`config.mk`:
```
export PLATFORM = sky130hd
export DESIGN_NAME = interface_out
export DESIGN_NICKNAME = d
export VERILOG_FILES = /design/src/rtl/interface_out.sv
export SDC_FILE = /design/constraint.sdc
export NUM_CORES = 1
export LEC_CHECK = 0
export ABC_AREA = 1
export BUFFER_PORTS_ARGS = -buffer_cell sky130_fd_sc_hd__buf_2
export CORE_MARGIN = 2
export CORE_UTILIZATION = 58
export DETAILED_ROUTE_END_ITERATION = 10
export GPL_TIMING_DRIVEN = 0
export PLACE_DENSITY = 0.83
export SYNTH_ARGS = -nofsm -noshare
export SYNTH_HDL_FRONTEND = slang
export SYNTH_SLANG_ARGS = --single-unit
```
`constraint.sdc`:
```
create_clock -name clk -period 5.5 [get_ports clk]
set_clock_uncertainty 0.05 [all_clocks]
set_input_delay 0.275 -clock clk [delete_from_list [all_inputs] [get_ports clk]]
set_output_delay 0.275 -clock clk [all_outputs]
set_load 0.05 [all_outputs]
```
`src/rtl/interface_out.sv`:
```
// interface_out: packs a row-major stream of 8-bit result elements into 16-bit
// memory words (first element of each pair in the low byte) and writes them
// to consecutive addresses starting at a latched base address.
// Ports:
//   clk, rst          - rising-edge clock, synchronous active-high reset
//   start             - begin a write-back (only honoured while idle)
//   size[1:0]         - matrix size: 0=2x2, 1=3x3, 2=4x4, 3=5x5
//   base_adrss[7:0]   - first word address of the result
//   result_valid      - result element available on result_data
//   result_data[7:0]  - result element
//   result_ready      - block accepts result_data this cycle
//   mem_adrss[7:0]    - memory write address (0 when not writing)
//   mem_data[15:0]    - memory write data (0 when not writing)
//   mem_wren          - one-cycle memory write strobe
//   busy              - high whenever not idle
//   done              - one-cycle pulse after the last word is written
module interface_out (
  input  logic        clk,
  input  logic        rst,
  input  logic        start,
  input  logic [1:0]  size,
  input  logic [7:0]  base_adrss,
  input  logic        result_valid,
  input  logic [7:0]  result_data,
  output logic        result_ready,
  output logic [7:0]  mem_adrss,
  output logic [15:0] mem_data,
  output logic        mem_wren,
  output logic        busy,
  output logic        done
);

  localparam int unsigned CntW = 5;
  localparam int unsigned IdxW = 4;

  typedef enum logic [2:0] {
    S_IDLE,
    S_COLLECT_LO,
    S_COLLECT_HI,
    S_WRITE,
    S_DONE
  } state_e;

  state_e            state_q;
  logic [1:0]        size_q;
  logic [7:0]        base_q;
  logic [CntW-1:0]   cnt_q;
  logic [IdxW-1:0]   idx_q;
  logic [7:0]        lo_q;
  logic [CntW-1:0]   n_elem;
  logic [CntW-1:0]   cnt_inc;

  // Element count of the latched matrix size.
  always_comb begin
    n_elem = CntW'(4);
    case (size_q)
      2'd0: n_elem = CntW'(4);
      2'd1: n_elem = CntW'(9);
      2'd2: n_elem = CntW'(16);
      2'd3: n_elem = CntW'(25);
      default: n_elem = CntW'(4);
    endcase
  end

  assign cnt_inc = CntW'(cnt_q + CntW'(1));

  // Transfer FSM; every output is updated alongside the state it belongs to.
  always_ff @(posedge clk) begin
    if (rst) begin
      state_q      <= S_IDLE;
      size_q       <= 2'd0;
      base_q       <= 8'd0;
      cnt_q        <= '0;
      idx_q        <= '0;
      lo_q         <= 8'd0;
      result_ready <= 1'b0;
      mem_adrss    <= 8'd0;
      mem_data     <= 16'd0;
      mem_wren     <= 1'b0;
      busy         <= 1'b0;
      done         <= 1'b0;
    end else begin
      // Write and done strobes last exactly one cycle; bus is zero otherwise.
      mem_wren  <= 1'b0;
      mem_adrss <= 8'd0;
      mem_data  <= 16'd0;
      done      <= 1'b0;
      case (state_q)
        S_IDLE: begin
          if (start) begin
            size_q       <= size;
            base_q       <= base_adrss;
            cnt_q        <= '0;
            idx_q        <= '0;
            result_ready <= 1'b1;
            busy         <= 1'b1;
            state_q      <= S_COLLECT_LO;
          end
        end
        S_COLLECT_LO: begin
          if (result_valid) begin
            lo_q  <= result_data;
            cnt_q <= cnt_inc;
            if (cnt_inc == n_elem) begin
              // Trailing element of an odd count: pad high byte with zero.
              result_ready <= 1'b0;
              mem_wren     <= 1'b1;
              mem_adrss    <= 8'(base_q + 8'(idx_q));
              mem_data     <= {8'h00, result_data};
              state_q      <= S_WRITE;
            end else begin
              state_q <= S_COLLECT_HI;
            end
          end
        end
        S_COLLECT_HI: begin
          if (result_valid) begin
            cnt_q        <= cnt_inc;
            result_ready <= 1'b0;
            mem_wren     <= 1'b1;
            mem_adrss    <= 8'(base_q + 8'(idx_q));
            mem_data     <= {result_data, lo_q};
            state_q      <= S_WRITE;
          end
        end
        S_WRITE: begin
          if (cnt_q == n_elem) begin
            done    <= 1'b1;
            state_q <= S_DONE;
          end else begin
            idx_q        <= IdxW'(idx_q + IdxW'(1));
            result_ready <= 1'b1;
            state_q      <= S_COLLECT_LO;
          end
        end
        S_DONE: begin
          busy    <= 1'b0;
          state_q <= S_IDLE;
        end
        default: begin
          result_ready <= 1'b0;
          busy         <= 1'b0;
          state_q      <= S_IDLE;
        end
      endcase
    end
  end

endmodule

```
## Word-level counts from Yosys, hierarchy flattened

Cells that the tools add are included.

| operators by class | value |
|---|---|
| mux-type cells | 33 |
| reductions and logical operators | 14 |
| equal/unequal tests | 15 |
| bitwise gates (word level) | 3 |
| add/subtract/negate cells | 3 |

Operators with widths:

| kind | count |
|---|---|
| two-way mux 8 bit | 5 |
| one-hot mux 16 bit (2 select lines) | 1 |
| one-hot mux 5 bit (4 select lines) | 1 |
| two-way mux 16 bit | 1 |
| one-hot mux 8 bit (2 select lines) | 1 |
| two-way mux 3 bit | 4 |
| one-hot mux 3 bit (4 select lines) | 1 |
| equality test 5 bit | 2 |
| two-way mux 1 bit | 10 |
| two-way mux 5 bit | 2 |
| inequality test 2 bit (second input constant) | 5 |
| one-hot mux 5 bit (2 select lines) | 1 |
| AND reduction 3 bit | 3 |
| adder 8 x 4 -> 8 bit | 1 |
| two-way mux 4 bit | 2 |
| one-hot mux 4 bit (2 select lines) | 1 |
| equality test 3 x 2 -> 1 bit (second input constant) | 2 |
| AND reduction 2 bit | 3 |
| AND reduction 6 bit | 1 |
| adder 5 x 1 -> 5 bit (second input constant) | 1 |
| one-hot mux 1 bit (5 select lines) | 1 |
| adder 4 x 1 -> 4 bit (second input constant) | 1 |
| equality test 2 bit (second input constant) | 2 |
| one-hot mux 1 bit (2 select lines) | 2 |
| other kinds (10) | 14 |

| word-level totals | value |
|---|---|
| bits of input ports | 22 |
| output and inout bits | 28 |
| register bits after elaboration | 58 |

## Longest topological paths before layout

Gate-level depths: netlist of run 1.

| depth | value |
|---|---|
| depth after elaboration | 6 |
| gate-level depth with buffers | 13 |

## Worst setup path before layout of run 1

Ideal clock, no wire load.

| timing path | value |
|---|---|
| path kind | register to register |
| start point | reg idx_q[0] |
| end point | reg mem_adrss[6] |
| arrival time | 1.576 ns |
| period minus slack after synthesis | 1.742 ns |
| setup slack | 3.758 ns |
| stages on the path, launching flop included | 9 |
| setup time | 0.116 ns |
| buffers on the path | 0 |
| cells stage by stage | dfxtp_1 ha_1 inv_1 fa_1 o21ai_0 nand2_1 nor2_1 xor2_1 nor2_1 |

| between the ends | value |
|---|---|
| longest elaborated chain between the ends | 4 |
| elaborated cells between the ends (all ways) | 5 |
| those cells by class | add/sub: 1; mux: 4 |

Ends and longest elaborated chain:

| item | RTL line | text |
|---|---|---|
| start, declared | 48 | `logic [IdxW-1:0] idx_q;` |
| start signal, assigned | 131 | `idx_q <= IdxW'(idx_q + IdxW'(1));` |
| adder 8 x 4 -> 8 bit (*) | 108, 121 |  |
| two-way mux 8 bit | 104 | `if (cnt_inc == n_elem) begin` |
| two-way mux 8 bit | 101 | `if (result_valid) begin` |
| one-hot mux 8 bit (2 select lines) (*) | 88 | `case (state_q)` |
| end signal, assigned | 108 | `mem_adrss <= 8'(base_q + 8'(idx_q));` |
| end signal, assigned | 121 | `mem_adrss <= 8'(base_q + 8'(idx_q));` |
| end, declared | 26 | `output logic [7:0] mem_adrss,` |

Mark *: on every way between the ends. The rest lies on a longest branch, timed or not.
A chain may end at the register's enable or synchronous reset.

## Worst setup path after layout of run 1

Ends and elaborated chain as after synthesis.

==> results.json, run 1 <==
{
  "status": "finished clean",
  "grt_overflow": 0,
  "first_pass_iters": 6,
  "syn_area_um2": 2560,
  "met2_usage": 0.391,
  "crit_required_ps": 5670,
  "grt_usage": 0.253,
  "maxCapViolCount": 0,
  "min_period_over_period": 0.371,
  "multi_input_area_um2": 1190,
  "cts.sinks": 58,
  "grt_max_degree": 11,
  "num_vias": 2355,
  "synth_top_flop_cell": "dfxtp_1",
  "grt_setup_unrepaired": "no",
  "dieArea_um2": 4970,
  "cpPeakStageDelay_ps": 410,
  "crit_path_top_delay_cell": "dfxtp_1",
  "gr-usage-met1": 0.326,
  "ys_warn_count": 0,
  "fill_cells": 349,
  "synth_edf_count": 0,
  "cp_max_fo": 5,
  "cts_buffers": 9,
  "timing.fmax_mhz": 490,
  "first_iter_violations": 138,
  "antenna_found_initial": 0,
  "power.total_w": 0.00114,
  "final_nets": 423,
  "cts.path.max_buffers": 2,
  "critPathBufInv": 1,
  "drt-total-wl_um": 5700,
  "async_flop_share": 0,
  "via_per_inst": 5.22,
  "gp_congestion": 0.868,
  "tightest_slew_ps": 472,
  "cts_setup_buffers": 0,
  "root_buffer": "clkbuf_8",
  "wire_per_inst_um": 12.6,
  "synth_area_per_cell_um2": 7.66,
  "path_common_cell": "nor2_1",
  "placementRows": 24,
  "die_x_um": 70.5,
  "netlist_instances": 335,
  "cts_tree": "yes",
  "portBuffers": 48,
  "arrival_ps": 2210,
  "drive_above_1_share": 0.241,
  "dp_hpwl_um": 4070,
  "path_clk_slew_ps": 60,
  "layout_min_cycle_time_ps": 2040,
  "seqCellArea_um2": 1160,
  "htreeDepth": 3,
  "ir_drop_uv": 242,
  "power_density_nw_per_um2": 372,
  "drc": 0,
  "finalHoldViolCount": 0,
  "power.leakage_nw": 1.45,
  "die_h_um": 70.5,
  "setup-violations-final": 0,
  "crit_type": "register to register",
  "cts_resized": 0,
  "cts_hold_buf": 0,
  "grt_use_met3": 0.0649,
  "min_path_type": "input pin to register",
  "synth_seq_cells": 58,
  "areaGrowthSynthToFinish_pct": 19.6,
  "path_delay_family": "adder cells",
  "core_area_um2": 4290,
  "slew_violations": 0,
  "io_pins": 50,
  "yosysUniqueCellTypes": 30,
  "cp-start-kind": "register",
  "initial_core_util": 0.597,
  "yosysSeqAreaShare": 0.453,
  "top_usage_layer": "met2",
  "grt_pass1_wl_um": 9940,
  "diodes": 0,
  "crit_path_cell_trace": "ha_1 -> inv_1 -> fa_1 -> o21ai_0 -> nand2_1 -> nor2_1 -> xor2_1 -> nor2_1",
  "grt_pass1_vias": 2303,
  "insertion_delay_ps": 330,
  "ant_nets": 0,
  "synth.net_count": 364,
  "setup_tns_ps": 0,
  "relSlewSlack": 0.685,
  "cp-end-kind": "register"
}
## cell type report
cell class / instances / area share
Multi-Input combinational cell: 223 / 0.387
Buffer: 8 / 0.0126
Sequential cell: 58 / 0.378
Clock buffer: 14 / 0.0530
Inverter: 46 / 0.0575
Tap cell: 52 / 0.0212
Timing Repair Buffer: 48 / 0.0783
Clock inverter: 2 / 0.0114
## registers in the layout, summed over array words and instances (netlist names)
register	cells
base_q	8
busy	1
cnt_q	5
done	1
idx_q	4
lo_q	8
mem_adrss	8
mem_data	16
mem_wren	1
result_ready	1
size_q	2
state_q	3
## path summary, 6_finish.rpt
path / startpoint / to / slack (ps) / cells after the start
min: result_data[3] / mem_data[11] / 150 / 3
min reg2reg: base_q[0] / base_q[0] / 400 / 2
max: idx_q[0] / mem_adrss[6] / 3460 / 8
max reg2reg: idx_q[0] / mem_adrss[6] / 3460 / 8
## worst min-delay path, delay by kind of cell
| family | cells | cell delay [ps] |
|---|---|---|
| buffers and inverters | 1 | 120 |
| AND/OR/NAND/NOR | 2 | 100 |
## placed cells by master, fill, tap and decap left out, types with 2 or more instances in the layout
master,instances
nand2_2,8
nor2_1,26
o21ai_0,24
ha_1,6
a21oi_1,36
buf_2,49
nand3_2,3
clkbuf_1,9
clkinv_2,2
dfxtp_1,58
nand3_1,14
inv_1,34
nand4_1,11
nor2_2,4
nor2_4,3
nand2_1,71
inv_2,9
clkbuf_8,11
xor2_1,8
## routing by layer
layer	share of wire	vias to the layer above
li1	-	1198
met1	0.44	1089
met2	0.50	61
met3	0.052	7
met4	0.0068	0
met5	0	-
## cell usage after synthesis (3+ instances only)
library cell,n,area share
nand2_1,71,0.10
dfxtp_1,58,0.45
a21oi_1,36,0.070
inv_1,34,0.050
nor2_1,26,0.038
o21ai_0,24,0.047
nand3_1,14,0.027
nand4_1,11,0.027
inv_2,9,0.013
nand2_2,8,0.020
xor2_1,8,0.027
clkbuf_1,6,0.0088
ha_1,6,0.029
nor2_2,4,0.0098
nand3_2,3,0.012
nor2_4,3,0.013
## power breakdown
| part | switching [W] | internal (W) | total [W] |
|---|---|---|---|
| Clock | 0.000157 | 0.000234 | 0.000391 |
| Sequential | 0.0000293 | 0.000454 | 0.000483 |
| Combinational | 0.000183 | 0.0000832 | 0.000266 |
| Total | 0.000370 | 0.000771 | 0.00114 |
## metrics by stage
step | cells | util | area [um^2] | worst slack, ps | hold slack (ps)
2_1_floorplan | 335 | - | 2560 | 3760 | 353
3_3_place_gp | 435 | 0.668 | 2870 | 3590 | 392
3_5_place_dp | 435 | 0.668 | 2870 | 3510 | 395
4_1_cts | 451 | 0.714 | 3070 | 3490 | 136
5_1_grt | 451 | 0.714 | 3070 | 3310 | 154
6_report | 451 | 0.714 | 3070 | 3460 | 148
## cell families (layout without fill, tap and decap cells)
group	count (synthesis)	in the layout	share of synthesized area
flip-flops	58	58	0.453
adder cells (fa/ha/maj)	7	7	0.0371
AO/OA/AOI/OAI	62	62	0.122
XOR/XNOR	8	8	0.0273
buffers and inverters	54	118	0.0839
AND/OR/NAND/NOR	146	146	0.277
(Power assumes the default switching activity.)
==> run 2: changes to the inputs <==
ABC_AREA = 0   (was 1)
CORE_UTILIZATION = 49   (was 58)
PLACE_DENSITY = 0.75   (was 0.83)
clock period = 1.65 ns   (was 5.5 ns; I/O delays follow)
==> run 2 against run 1 <==
Against the previous run: the flow now finishes with violations (setup timing); synthesized cell count is 18% lower; die area up 15%; sequential power rose to 3.1 times the previous value; global-route usage decreased by 2.4 points.
==> results.json, run 2 <==
{
  "netlist_instances": 276,
  "crit_required_ps": 1820,
  "place_area_um2": 2870,
  "muxShareOfSynthArea": 0.0125,
  "cp-start-kind": "register",
  "num_vias": 2253,
  "synth_xor_area_frac": 0.0474,
  "drc": 0,
  "worst_hold_slack_ps": 129,
  "grt_setup_unrepaired": "yes",
  "async_flop_share": 0,
  "synth-compound-area-share": 0.171,
  "ys_warn_count": 0,
  "power_density_nw_per_um2": 988,
  "largest_register": "mem_data",
  "synth_area_per_cell_um2": 9.09,
  "final_area_um2": 3640,
  "placementRows": 26,
  "dp_cells": 394,
  "antenna_found_initial": 0,
  "ir_drop_uv": 766,
  "io_pins": 50,
  "largest_register_ffs": 16,
  "final_nets": 402,
  "setup-violations-final": 4,
  "synthTopCellsByCount": "dfxtp_1 (58), nand2_1 (51), a21oi_1 (27)",
  "syn_area_um2": 2510,
  "grt_overflow": 0,
  "htreeDepth": 3,
  "ant_nets": 0,
  "arrival_ps": 1860,
  "diodes": 0,
  "final_cell_mix": "nand2_1 (49), buf_2 (49), dfxtp_1 (48)",
  "synth.net_count": 305,
  "synth_seq_cells": 58,
  "power.leakage_nw": 1.54,
  "cts.path.max_buffers": 2,
  "min_path_type": "input pin to register",
  "synth_top_flop_cell": "dfxtp_1",
  "crit_type": "register to register",
  "final_cells": 448,
  "dp_hpwl_um": 3590,
  "cts.sinks": 58,
  "die_x_um": 75.6,
  "grt_pass1_wl_um": 9570,
  "insertion_delay_ps": 330,
  "first_iter_violations": 130,
  "status": "finished with violations",
  "cp_max_fo": 8,
  "cts_buffers": 9,
  "via_per_inst": 5.03,
  "gp_congestion": 0.836,
  "initial_core_util": 0.501,
  "grt_usage": 0.229,
  "yosysSeqAreaShare": 0.463,
  "violations": "setup timing",
  "pre_cts_slack_ps": -272,
  "min_period_over_period": 1.02,
  "maxCapViolCount": 0,
  "setup_slack_ps": -35.8,
  "dieArea_um2": 5710,
  "relSlewSlack": 0.609,
  "synth-adder-area-share": 0.0379,
  "tightest_slew_ps": 586,
  "drive_above_1_share": 0.376,
  "areaGrowthSynthToFinish_pct": 45.2,
  "drt-total-wl_um": 6030,
  "grt_max_degree": 13,
  "yosysUniqueCellTypes": 48,
  "wire_per_inst_um": 13.5,
  "first_pass_iters": 4,
  "die_h_um": 75.6,
  "root_buffer": "clkbuf_8",
  "finalHoldViolCount": 0,
  "synth_top_family_by_area": "simple AND/OR/NAND/NOR gates",
  "synth_top_area_cell": "dfxtp_1",
  "slew_violations": 0,
  "cp-end-kind": "register",
  "synth_top_cells_by_area": "dfxtp_1 (46%), nand2_1 (7.6%), a21oi_1 (5.4%)",
  "cts_tree": "yes",
  "layout_min_cycle_time_ps": 1690,
  "path_clk_slew_ps": 80,
  "synth_top_area_share": 0.463,
  "portBuffers": 48,
  "fill_cells": 368,
  "yosysMostFrequentCell": "dfxtp_1",
  "yosys.area_share.simple": 0.222,
  "core_area_um2": 5010,
  "synth_edf_count": 0,
  "timing.fmax_mhz": 593,
  "grt_pass1_vias": 2154
}
[run 2: cell count changes in the layout (fill, tap and decap cells not counted), sizes merged, moves of 9 or more]
cell and change:
nand3 -14, nand2 -29, nor2 -20, dlygate4sd3 +19
inv -33, xnor2 +9, and2 +13, buf +26
a22o +9, o21ai -13
[run 2: cell families after synthesis]
family / count (synthesis)
multiplexers: 3
flip-flops: 58
AO/OA/AOI/OAI: 65
XOR/XNOR: 12
AND/OR/NAND/NOR: 109
buffers and inverters: 22
adder cells (fa/ha/maj): 7
[run 2: final cells by class]
cell class / instances / area [um^2] / area share
buffer: 11 / 88.8 / 0.0244
timing repair buffer: 88 / 596 / 0.163
tap: 70 / 87.6 / 0.0240
clock inverter: 7 / 125 / 0.0343
clock buffer: 9 / 124 / 0.0340
multi-input combinational: 196 / 1400 / 0.385
inverter: 9 / 33.8 / 0.00927
sequential: 58 / 1190 / 0.325
[run 2: per-stage QoR]
stage | power [W] | TNS [ps] | util
floorplan | 0.00178 | -6.34 | -
finish | 0.00360 | -76.3 | 0.728
detailed placement | 0.00188 | -7240 | 0.573
global route | 0.00375 | -1690 | 0.728
global placement | 0.00187 | -6750 | 0.573
CTS | 0.00359 | -549 | 0.709
[run 2: critical path, cell delays in order (launching register included)]
cell	delay [ps]
dfxtp_4	370
ha_4	180
xor2_1	180
o22ai_2	120
and4_4	170
a31oi_4	310
inv_2	60
and2_4	140
[run 2: metal layers]
layer  track usage  wire, um
met4        0.0936        40
met5             0         0
met1         0.264      2660
met2         0.394      3090
met3        0.0701       241
[run 2: power breakdown]
part	switching, W	internal, W
sequential	0.0000445	0.00145
combinational	0.000261	0.000223
clock	0.000609	0.00102
total	0.000915	0.00269
[run 2: path summary, 6_finish.rpt]
| kind | cells after the start | slack (ps) | to | from |
|---|---|---|---|---|
| hold / removal | 3 | 130 | cnt_q[4] | result_valid |
| setup reg to reg | 7 | -40 | mem_adrss[0] | cnt_q[0] |
| hold reg to reg | 2 | 410 | lo_q[5] | lo_q[5] |
| setup / recovery | 7 | -40 | mem_adrss[0] | cnt_q[0] |
[run 2: timing repair]
action | in CTS | in global routing
resized for setup | 32 | 29
pin swaps | 19 | 19
setup endpoints to repair | 47 | 54
hold endpoints to repair | 37 | 0
hold buffers | 19 | 0
buffers inserted | 18 | 3
cloned | 0 | 0
==> run 3: changes to the inputs <==
CORE_UTILIZATION = 51   (was 49)
CTS_BUF_LIST = sky130_fd_sc_hd__clkbuf_4 sky130_fd_sc_hd__clkbuf_8   (was not set)
PLACE_DENSITY = 0.78   (was 0.75)
==> run 3 against run 2 <==
Against the previous run: the flow still finishes with violations (setup timing); sequential power about the same; power fell by 10%; die area down 3.7%; count of clock-buffer cells in the layout up 1; design area decreased by 4.5%; hold slack lost 14 ps; cell count shrank 2.5%; fmax shrank 2.9%; core utilization up 0.92 points.
==> results.json, run 3 (same netlist as run 2, synthesis figures left out) <==
{
  "cp-start-kind": "register",
  "io_pins": 50,
  "maxCapViolCount": 0,
  "multi_input_area_um2": 1350,
  "via_per_inst": 5.16,
  "dieArea_um2": 5500,
  "power.leakage_nw": 1.46,
  "timing.fmax_mhz": 576,
  "power_density_nw_per_um2": 927,
  "grt_usage": 0.225,
  "diodes": 0,
  "setup_slack_ps": -85.5,
  "cpPeakStageDelay_ps": 370,
  "die_x_um": 74.2,
  "setup-violations-final": 17,
  "insertion_delay_ps": 340,
  "die_h_um": 74.2,
  "root_buffer": "clkbuf_8",
  "dp_hpwl_um": 3630,
  "pwr-share-comb": 0.145,
  "crit_required_ps": 1830,
  "worst_hold_slack_ps": 115,
  "violations": "setup timing",
  "initial_core_util": 0.531,
  "cp-end-kind": "register",
  "grt_use_met3": 0.0650,
  "met2_usage": 0.368,
  "arrival_ps": 1920,
  "num_vias": 2253,
  "grt_pass1_wl_um": 9230,
  "top_usage_layer": "met2",
  "first_iter_violations": 104,
  "antenna_found_initial": 0,
  "crit_path_cell_trace": "buf_2 -> inv_1 -> nand2_1 -> nor4b_4 -> buf_6 -> a31oi_4 -> inv_2 -> and2_1",
  "final_cell_mix": "dfxtp_1 (51), buf_2 (50), nand2_1 (49)",
  "placementRows": 25,
  "crit_path_top_delay_cell": "dfxtp_1",
  "seqCellArea_um2": 1180,
  "cts.sinks": 58,
  "seqPwrFrac": 0.463,
  "layout_min_cycle_time_ps": 1740,
  "first_pass_iters": 4,
  "drive_above_1_share": 0.341,
  "drc": 0,
  "min_period_over_period": 1.05,
  "gp_congestion": 0.861,
  "final_common_cell": "dfxtp_1",
  "areaGrowthSynthToFinish_pct": 38.6,
  "cts_tree": "yes",
  "status": "finished with violations",
  "grt_pass1_vias": 2090,
  "grt_overflow": 0,
  "fill_cells": 349,
  "largest_register": "mem_data",
  "tightest_slew_ps": 541,
  "grt_max_degree": 11,
  "switching_share": 0.262,
  "drt-total-wl_um": 5850,
  "gr-usage-met1": 0.270,
  "final_util": 0.737,
  "wire_per_inst_um": 13.4,
  "slew_violations": 0,
  "crit_type": "register to register",
  "min_path_type": "input pin to register",
  "core_area_um2": 4720,
  "ant_nets": 0,
  "cts.path.max_buffers": 2,
  "cts_buffers": 9,
  "pre_cts_slack_ps": -290,
  "cp_max_fo": 10,
  "htreeDepth": 3,
  "path_delay_family": "buffers and inverters",
  "largest_register_ffs": 16,
  "relSlewSlack": 0.640,
  "p_switching_w": 0.000844,
  "grt_setup_unrepaired": "yes",
  "power.total_w": 0.00323,
  "path_clk_slew_ps": 60,
  "ir_drop_uv": 746,
  "pwr-share-clk": 0.393,
  "power.internal_w": 0.00238,
  "final_nets": 395,
  "finalHoldViolCount": 0,
  "portBuffers": 48,
  "critPathBufInv": 4
}
-- run 3: power by group through the flow --
stage,logic [W],registers [W],clock network [W]
after CTS,0.000430,0.00149,0.00130
after detailed placement,0.000358,0.00152,0
final,0.000467,0.00149,0.00127
after global placement,0.000350,0.00152,0
after floorplan,0.000228,0.00155,0
after global routing,0.000509,0.00150,0.00135
-- run 3: routing by layer --
metal | vias up | routed length [um]
met1 | 1051 | 2490
met5 | - | 0
met4 | 0 | 86
met3 | 10 | 349
met2 | 64 | 2920
li1 | 1128 | -
-- run 3: worst paths after layout --
| path | startpoint | slack (ps) | to | cells after the start |
|---|---|---|---|---|
| setup / recovery | state_q[0] | -90 | mem_adrss[0] | 8 |
| hold / removal | result_valid | 120 | cnt_q[0] | 3 |
| setup reg to reg | state_q[0] | -90 | mem_adrss[0] | 8 |
| hold reg to reg | lo_q[3] | 410 | lo_q[3] | 2 |
-- run 3: through the flow --
| step | cells | setup TNS [ps] | instance area, um^2 |
|---|---|---|---|
| after floorplan | 276 | -6.34 | 2540 |
| after global placement | 391 | -6770 | 2870 |
| after detailed placement | 391 | -8080 | 2870 |
| after CTS | 434 | -570 | 3400 |
| after global routing | 437 | -2400 | 3480 |
| final | 437 | -807 | 3480 |
-- run 3: final cells by class --
type | count | area share
multi-input cells | 196 | 0.387
flip-flops and latches | 58 | 0.339
repair buffers | 81 | 0.161
clock buffers | 10 | 0.0396
well taps | 67 | 0.0241
plain buffers | 11 | 0.0237
clock inverters | 5 | 0.0158
inverters | 9 | 0.00971
-- run 3: worst register-to-register path, delay by kind of cell (launching register included) --
family          cells  cell delay, ps
simple gates        3             360
flops               1             370
buf+inv             4             580
compound gates      1             270
-- run 3: repair_timing --
action	CTS	global route
hold endpoints to repair	37	0
setup endpoints to repair	47	53
cloned	0	0
gates resized for setup	24	20
hold buffers	19	0
pin swaps	11	3
buffers inserted	11	3
